File: src/rtl/uart_rx_param.sv
// Oversampled UART receiver: mid-bit sampling, optional parity, 1/2 stop bits,
// false-start rejection, break/framing detection and a one-word output buffer.
module uart_rx_param #(
  parameter int DATA_BITS  = 8,
  parameter int OVERSAMPLE = 16,
  parameter int PARITY_EN  = 0,
  parameter int PARITY_ODD = 0,
  parameter int STOP_BITS  = 1
) (
  input  logic                 clk_i,
  input  logic                 rst_i,
  input  logic                 rx_enabled_i,
  input  logic                 in_i,
  input  logic                 s_tick_i,
  output logic [DATA_BITS-1:0] out_data_o,
  output logic                 out_valid_o,
  input  logic                 out_ready_i,
  output logic                 busy_o,
  output logic                 parity_err_o,
  output logic                 frame_err_o,
  output logic                 break_det_o,
  output logic                 overrun_o
);
  localparam int SW = $clog2(OVERSAMPLE);
  localparam int NW = $clog2(DATA_BITS + 1);
  localparam logic [SW-1:0] S_MID       = SW'(OVERSAMPLE / 2 - 1);
  localparam logic [SW-1:0] S_END       = SW'(OVERSAMPLE - 1);
  localparam logic [NW-1:0] N_LAST_DATA = NW'(DATA_BITS - 1);
  localparam logic [NW-1:0] N_LAST_STOP = NW'(STOP_BITS - 1);
  localparam logic          ODD         = 1'(PARITY_ODD);

  // state   | meaning
  // IDLE    | line idle, waiting for a falling edge while enabled
  // START   | confirming the start bit at its middle
  // DATA    | sampling data bits, LSB first
  // PARITY  | sampling the parity bit
  // STOP    | sampling stop bits, commit after the last one
  // RECOVER | line still low after the frame, wait for it to go high
  typedef enum logic [2:0] {S_IDLE, S_START, S_DATA, S_PARITY, S_STOP, S_RECOVER} state_t;

  state_t               state_q;
  logic                 rx_meta_q, rx_s_q;
  logic [SW-1:0]        s_q;
  logic [NW-1:0]        n_q;
  logic [DATA_BITS-1:0] shift_q, data_q;
  logic                 par_bit_q, perr_q, ferr_q, brk_q;
  logic                 valid_q, busy_q, perr_out_q, ferr_out_q, brk_out_q, ovr_q;

  logic end_tick, first_stop, last_stop, commit_d;
  logic ferr_d, brk_d, perr_d;

  assign end_tick   = s_tick_i && (s_q == S_END);
  assign first_stop = (n_q == '0);
  assign last_stop  = (n_q == N_LAST_STOP);
  assign ferr_d     = ferr_q | ~rx_s_q;
  assign perr_d     = (((^shift_q) ^ rx_s_q) != ODD);
  // Only the first stop bit takes part in break detection.
  assign brk_d      = first_stop ? ((shift_q == '0) && ((PARITY_EN == 0) || !par_bit_q) && !rx_s_q)
                                 : brk_q;
  assign commit_d   = (state_q == S_STOP) && end_tick && last_stop;

  always_ff @(posedge clk_i) begin
    if (rst_i) begin
      state_q    <= S_IDLE;
      rx_meta_q  <= 1'b1;
      rx_s_q     <= 1'b1;
      s_q        <= '0;
      n_q        <= '0;
      shift_q    <= '0;
      data_q     <= '0;
      par_bit_q  <= 1'b0;
      perr_q     <= 1'b0;
      ferr_q     <= 1'b0;
      brk_q      <= 1'b0;
      valid_q    <= 1'b0;
      busy_q     <= 1'b0;
      perr_out_q <= 1'b0;
      ferr_out_q <= 1'b0;
      brk_out_q  <= 1'b0;
      ovr_q      <= 1'b0;
    end else begin
      rx_meta_q <= in_i;
      rx_s_q    <= rx_meta_q;
      ovr_q     <= 1'b0;

      if (valid_q && out_ready_i) valid_q <= 1'b0;
      // A commit overrides the consume above, so consume+commit keeps valid high.
      if (commit_d) begin
        if (!valid_q || out_ready_i) begin
          data_q     <= shift_q;
          perr_out_q <= (PARITY_EN != 0) && perr_q;
          ferr_out_q <= ferr_d;
          brk_out_q  <= brk_d;
          valid_q    <= 1'b1;
        end else begin
          ovr_q <= 1'b1;
        end
      end

      case (state_q)
        S_IDLE: begin
          if (!rx_s_q && rx_enabled_i) begin
            state_q <= S_START;
            s_q     <= '0;
            busy_q  <= 1'b1;
          end
        end
        S_START: begin
          if (s_tick_i) begin
            if (s_q == S_MID) begin
              if (rx_s_q) begin
                state_q <= S_IDLE;
                busy_q  <= 1'b0;
              end else begin
                state_q <= S_DATA;
                s_q     <= '0;
                n_q     <= '0;
                perr_q  <= 1'b0;
                ferr_q  <= 1'b0;
                brk_q   <= 1'b0;
              end
            end else begin
              s_q <= s_q + SW'(1);
            end
          end
        end
        S_DATA: begin
          if (s_tick_i) begin
            if (s_q == S_END) begin
              shift_q <= {rx_s_q, shift_q[DATA_BITS-1:1]};
              s_q     <= '0;
              if (n_q == N_LAST_DATA) begin
                n_q     <= '0;
                state_q <= (PARITY_EN != 0) ? S_PARITY : S_STOP;
              end else begin
                n_q <= n_q + NW'(1);
              end
            end else begin
              s_q <= s_q + SW'(1);
            end
          end
        end
        S_PARITY: begin
          if (s_tick_i) begin
            if (s_q == S_END) begin
              par_bit_q <= rx_s_q;
              perr_q    <= perr_d;
              s_q       <= '0;
              n_q       <= '0;
              state_q   <= S_STOP;
            end else begin
              s_q <= s_q + SW'(1);
            end
          end
        end
        S_STOP: begin
          if (s_tick_i) begin
            if (s_q == S_END) begin
              ferr_q <= ferr_d;
              brk_q  <= brk_d;
              s_q    <= '0;
              if (last_stop) begin
                n_q     <= '0;
                state_q <= rx_s_q ? S_IDLE : S_RECOVER;
                busy_q  <= ~rx_s_q;
              end else begin
                n_q <= n_q + NW'(1);
              end
            end else begin
              s_q <= s_q + SW'(1);
            end
          end
        end
        S_RECOVER: begin
          if (rx_s_q) begin
            state_q <= S_IDLE;
            busy_q  <= 1'b0;
          end
        end
        default: begin
          state_q <= S_IDLE;
          busy_q  <= 1'b0;
        end
      endcase
    end
  end

  assign out_data_o   = data_q;
  assign out_valid_o  = valid_q;
  assign busy_o       = busy_q;
  assign parity_err_o = perr_out_q;
  assign frame_err_o  = ferr_out_q;
  assign break_det_o  = brk_out_q;
  assign overrun_o    = ovr_q;
endmodule

File: config.mk
export PLATFORM = sky130hd
export DESIGN_NAME = uart_rx_param
export DESIGN_NICKNAME = d
export VERILOG_FILES = /design/src/rtl/uart_rx_param.sv
export SDC_FILE = /design/constraint.sdc
export NUM_CORES = 1
export LEC_CHECK = 0
export CAP_MARGIN = 20
export CORE_MARGIN = 4
export CORE_UTILIZATION = 50
export DETAILED_ROUTE_END_ITERATION = 12
export PLACE_DENSITY_LB_ADDON = 0.12
export SLEW_MARGIN = 5
export SYNTH_ARGS = -nofsm -noshare
export SYNTH_HDL_FRONTEND = slang
export SYNTH_SLANG_ARGS = --single-unit
File: constraint.sdc
create_clock -name clk_i -period 1.9 [get_ports clk_i]
set_input_delay 0.285 -clock clk_i [delete_from_list [all_inputs] [get_ports clk_i]]
set_output_delay 0.285 -clock clk_i [all_outputs]
set_load 0.01 [all_outputs]
======== Word-level counts from Yosys, hierarchy flattened ========
Index checks and enable logic that the tools add are counted.
word-level totals
  register bits ........................... 36
cells by class
  equal/unequal tests ..................... 23
  reductions and logical operators ........ 25
  mux-type cells .......................... 55
  add/sub/neg operators ................... 2
  bitwise operators ....................... 4
operator list
  kind                 count
  $mux 4               16
  $mux 3               13
  $ne 2x2->1 const B   13
  $mux 1               19
  $pmux 3 s6           1
  $pmux 4 s4           1
  $pmux 4 s3           1
  $reduce_and 12->1    1
  $reduce_and 10->1    1
  $add 4x1->4 const B  2
  $eq 4x3->1 const B   2
  $logic_not 8->1      1
  $reduce_and 7->1     1
  $eq 3x2->1 const B   2
  $eq 3x3->1 const B   2
  $logic_and 1x1->1    6
  $reduce_and 6->1     1
  $pmux 1 s5           1
  $reduce_and 5->1     1
  $eq 4x4->1 const B   1
  $logic_not 4->1      1
  $pmux 1 s2           2
  $reduce_bool 4->1    1
  $reduce_or 2->1      2
  14 further kinds     17

======== Longest topological paths before layout ========
  depth after elaboration ................. 6
  gate-level depth with buffers ........... 8
  gate-level depth less buffers ........... 7

======== Worst setup path after synthesis ========
No wires, ideal clock.
  path type ............................... register to register
  from .................................... reg n_q[0]
  to ...................................... reg state_q[2]
  arrival ................................. 1.812 ns
  path buffers ............................ 0
  stages on the path, launching flop included .. 8
  library setup time ...................... 0.122 ns
  setup slack ............................. -0.034 ns
  path through ............................ dfxtp_1 -> inv_1 -> ha_1 -> or3b_4 -> a22oi_4 -> o221ai_2 -> or2_1 -> a311o_1
between the ends
  word-level cells in the longest chain between the ends .. 3
  elaborated cells on any way between the ends .. 5
  classes of those cells .................. 3 x eq/ne; 2 x reduce/logical
ends and longest elaborated chain
  element                                               line     text
  start, declared                                       44       logic [NW-1:0] n_q;
  start signal, assigned                                136      n_q <= n_q + NW'(1);
  start signal, assigned                                167      n_q <= n_q + NW'(1);
  $eq 4x3->1 / $logic_not 4->1 (equally long branches)  132, 54
  $ne 2x2->1 (no source line)                           n/a
  $reduce_and 12->1 (no source line) *                  n/a
  end signal, assigned                                  134      state_q <= (PARITY_EN != 0) ? S_PARITY : S_STOP;
  end signal, assigned                                  164      state_q <= rx_s_q ? S_IDLE : S_RECOVER;
  end, declared                                         41       state_t state_q;
Mark *: on every way between the ends. The rest lies on a longest branch, timed or not.
A chain may end at the register's enable or synchronous reset.

======== Final worst setup path ========
Same ends and word-level chain as after synthesis.

==> out/qor.txt <==
power per cell area -> 826 nW/um2
# rows -> 22
Period minus WS final -> 1.83 ns
layout cell share with drive strength beyond 1 -> 0.285
Root Buffer -> clkbuf_8
Final Non-Filler Cells -> 297
Initial DRC Count -> 123
Syn Std Cell Area -> 1890 um2
Wirelength per Cell -> 14.9 um
die area -> 4830 um2
crit path launch type -> flop
Seq/Total Area, Yosys -> 0.381
H-tree levels -> 2
Hold Path Stages -> 1
Hold Buf Count CTS -> 0
Post-Synth XOR/XNOR Area -> 0.0179
CP peak stage delay -> 0.39 ns
Post-synth top cells -> dfxtp_1 (36), nor2_1 (25), mux2i_1 (19)
first-pass GRT wire length -> 7670 um
CP top delay family -> simple AND/OR/NAND/NOR gates
gpl congestion -> 0.852
syn_area_per_cell -> 9.22 um2
CP endpoint kind -> flop
r2r endpoint -> state_q[2]
Cells after Synth -> 205
R2R depth -> 7
Clock Latency Late Sink -> 0.30 ns
diode count -> 0
critical path data arrival time -> 2.02 ns
placed cells -> 289
compound-cell area share of the yosys netlist -> 0.154
Initial Utilization -> 0.516
Peak VDD IR -> 0.000552 V
hold slack -> 0.430 ns
clk sinks -> 36
crit path max fanout -> 3
Post-Synth Simple-Gate Area -> 0.253
core area -> 3660 um2
CP Class -> flop to flop
I/O pin total -> 20
initial antenna violation count -> 0
DR pass1 iterations -> 4
main combinational cell family by area after synthesis -> simple AND/OR/NAND/NOR gates
total number of vias -> 1,679
vias in the first global route -> 1,639
GRT Total Usage -> 0.193
clock skew -> 0.0152 ns
Pwr Total -> 2.01 mW
placed cell area -> 2270 um2
Worst path slowest cell -> or3b_4
cell area after layout -> 2440 um2
vias per std cell -> 5.65
Detailed Place HPWL -> 3130 um
Post-Route WL -> 4440 um
Post-Synthesis Net Count -> 214
Final Hold Vio Count -> 0
Post CTS Setup Buffer Count -> 0
Clock Tree Buf Depth -> 2
CTS tree -> built
Setup crit end -> state_q[2]
ys async rst share -> 0
most frequent cell after synthesis -> dfxtp_1
final slew viol count -> 0
chip width -> 69.5 um
Hold Crit Class -> flop to flop
CTS buffer count -> 5
Yosys Warn Count -> 0
status -> complete, no violations
Worst EP required -> 2.10 ns
Synth Area in Adders -> 0.0199
die height -> 69.5 um
synth unique cells -> 57
Multi-input gate area -> 1080 um2
top-area cell type share of the netlist area -> 0.381
Post-route DRC -> 0
final period utilization -> 0.961
CP Launch Point -> n_q[0]
final net count -> 257
Seq cells post-synth -> 36
worst path bufs/invs -> 1
critical path depth -> 7
mux cell area share after synthesis -> 0.101
CP Cell Sequence -> inv_2 -> ha_4 -> or3b_4 -> a22oi_4 -> o221ai_2 -> or2_4 -> a311o_1
Static Leak -> 0.863 nW
largest net degree at the start of global routing -> 24
Clk pin slew, worst setup/hold paths -> 0.09 ns
fill count -> 303
area added between synthesis and finish -> 28.9%
RSZ-0062 raised after global routing -> true
grt ovf -> 0
port bufs -> 18
Yosys top cell by area -> dfxtp_1
Synth area leaders -> dfxtp_1 (38%), mux2i_1 (10%), nor2_1 (5.0%)
fmax -> 548 MHz
r2r setup slk -> 0.07 ns
number of synthesized flops with an enable pin -> 0
endpoints failing setup -> 0
Routed Antenna Nets -> 0
Max-Cap Viols -> 0
r2r startpoint -> n_q[0]
register area -> 731 um2
Primary FF master, synth -> dfxtp_1
-- sequential cells by signal, indices dropped and copies added (netlist names) --
signal / cells
rx_meta_q: 1
shift_q: 8
frame_err_o: 1
ferr_q: 1
break_det_o: 1
s_q: 4
state_q: 3
out_data_o: 8
overrun_o: 1
rx_s_q: 1
n_q: 4
brk_q: 1
out_valid_o: 1
busy_o: 1
-- repair_timing --
action / CTS / global route
endpoints found under the setup margin: 5 / 20
pin swaps: 4 / 3
gates resized for setup: 9 / 9
-- worst min path at each step --
stage                           end  slack (ns)      start
after floorplan           rx_meta_q        0.39       in_i
after global placement       rx_s_q        0.40  rx_meta_q
after detailed placement     rx_s_q        0.41  rx_meta_q
after CTS                    rx_s_q        0.43  rx_meta_q
after global routing         rx_s_q        0.44  rx_meta_q
final                        rx_s_q        0.43  rx_meta_q
-- cells in the final DEF, fill, tap and decap left out, types with 3 or more instances in the layout --
cell             netlist  final
o221ai_2               3      3
dfxtp_2                0      5
a21oi_1               13     13
o21ai_0                3      3
mux2i_1               19     19
nand3_1                5      5
nor3_1                 3      3
or2_2                  4      4
nor2_1                25     25
nand4_1                5      5
buf_4                  2     29
or4_1                  3      3
clkbuf_8               2      5
clkdlybuf4s50_1        0     18
nor3b_1                3      3
nand2_1               13     13
inv_1                  8      6
dfxtp_1               36     30
-- cell type report --
class / instances / share of cell area
timing repair buffer: 49 / 0.176
inverter: 8 / 0.0123
clock inverter: 3 / 0.0175
sequential: 36 / 0.300
tap: 48 / 0.0246
clock buffer: 5 / 0.0282
multi-input combinational: 148 / 0.441
-- metrics by stage --
step,setup slack [ns],utilization,TNS [ns]
2_1_floorplan,0.00856,-,0
3_3_place_gp,-0.0753,0.621,-0.0753
3_5_place_dp,-0.127,0.621,-0.287
4_1_cts,0.0105,0.657,0
5_1_grt,-0.0163,0.666,-0.0163
6_report,0.0741,0.666,0
-- power breakdown --
group          internal, mW  leakage (nW)  switching, mW  total [mW]
clock network         0.388        0.0541          0.304       0.693
registers             0.793         0.294         0.0486       0.842
logic                 0.251         0.515          0.228       0.479
-- cell families after synthesis --
| group | after synthesis |
|---|---|
| flip-flops | 36 |
| buffers and inverters | 21 |
| AO/OA/AOI/OAI | 37 |
| other | 1 |
| adder cells (fa/ha/maj) | 3 |
| XOR/XNOR | 3 |
| AND/OR/NAND/NOR | 85 |
| multiplexers | 19 |
-- per-layer routing --
layer,up-vias,track usage,share of wire
met2,53,0.323,0.48
met4,0,0.0694,0.021
met5,-,0,0
li1,819,-,-
met1,796,0.239,0.44
met3,11,0.0493,0.053
No activity file was read; power rests on OpenSTA's default activity.
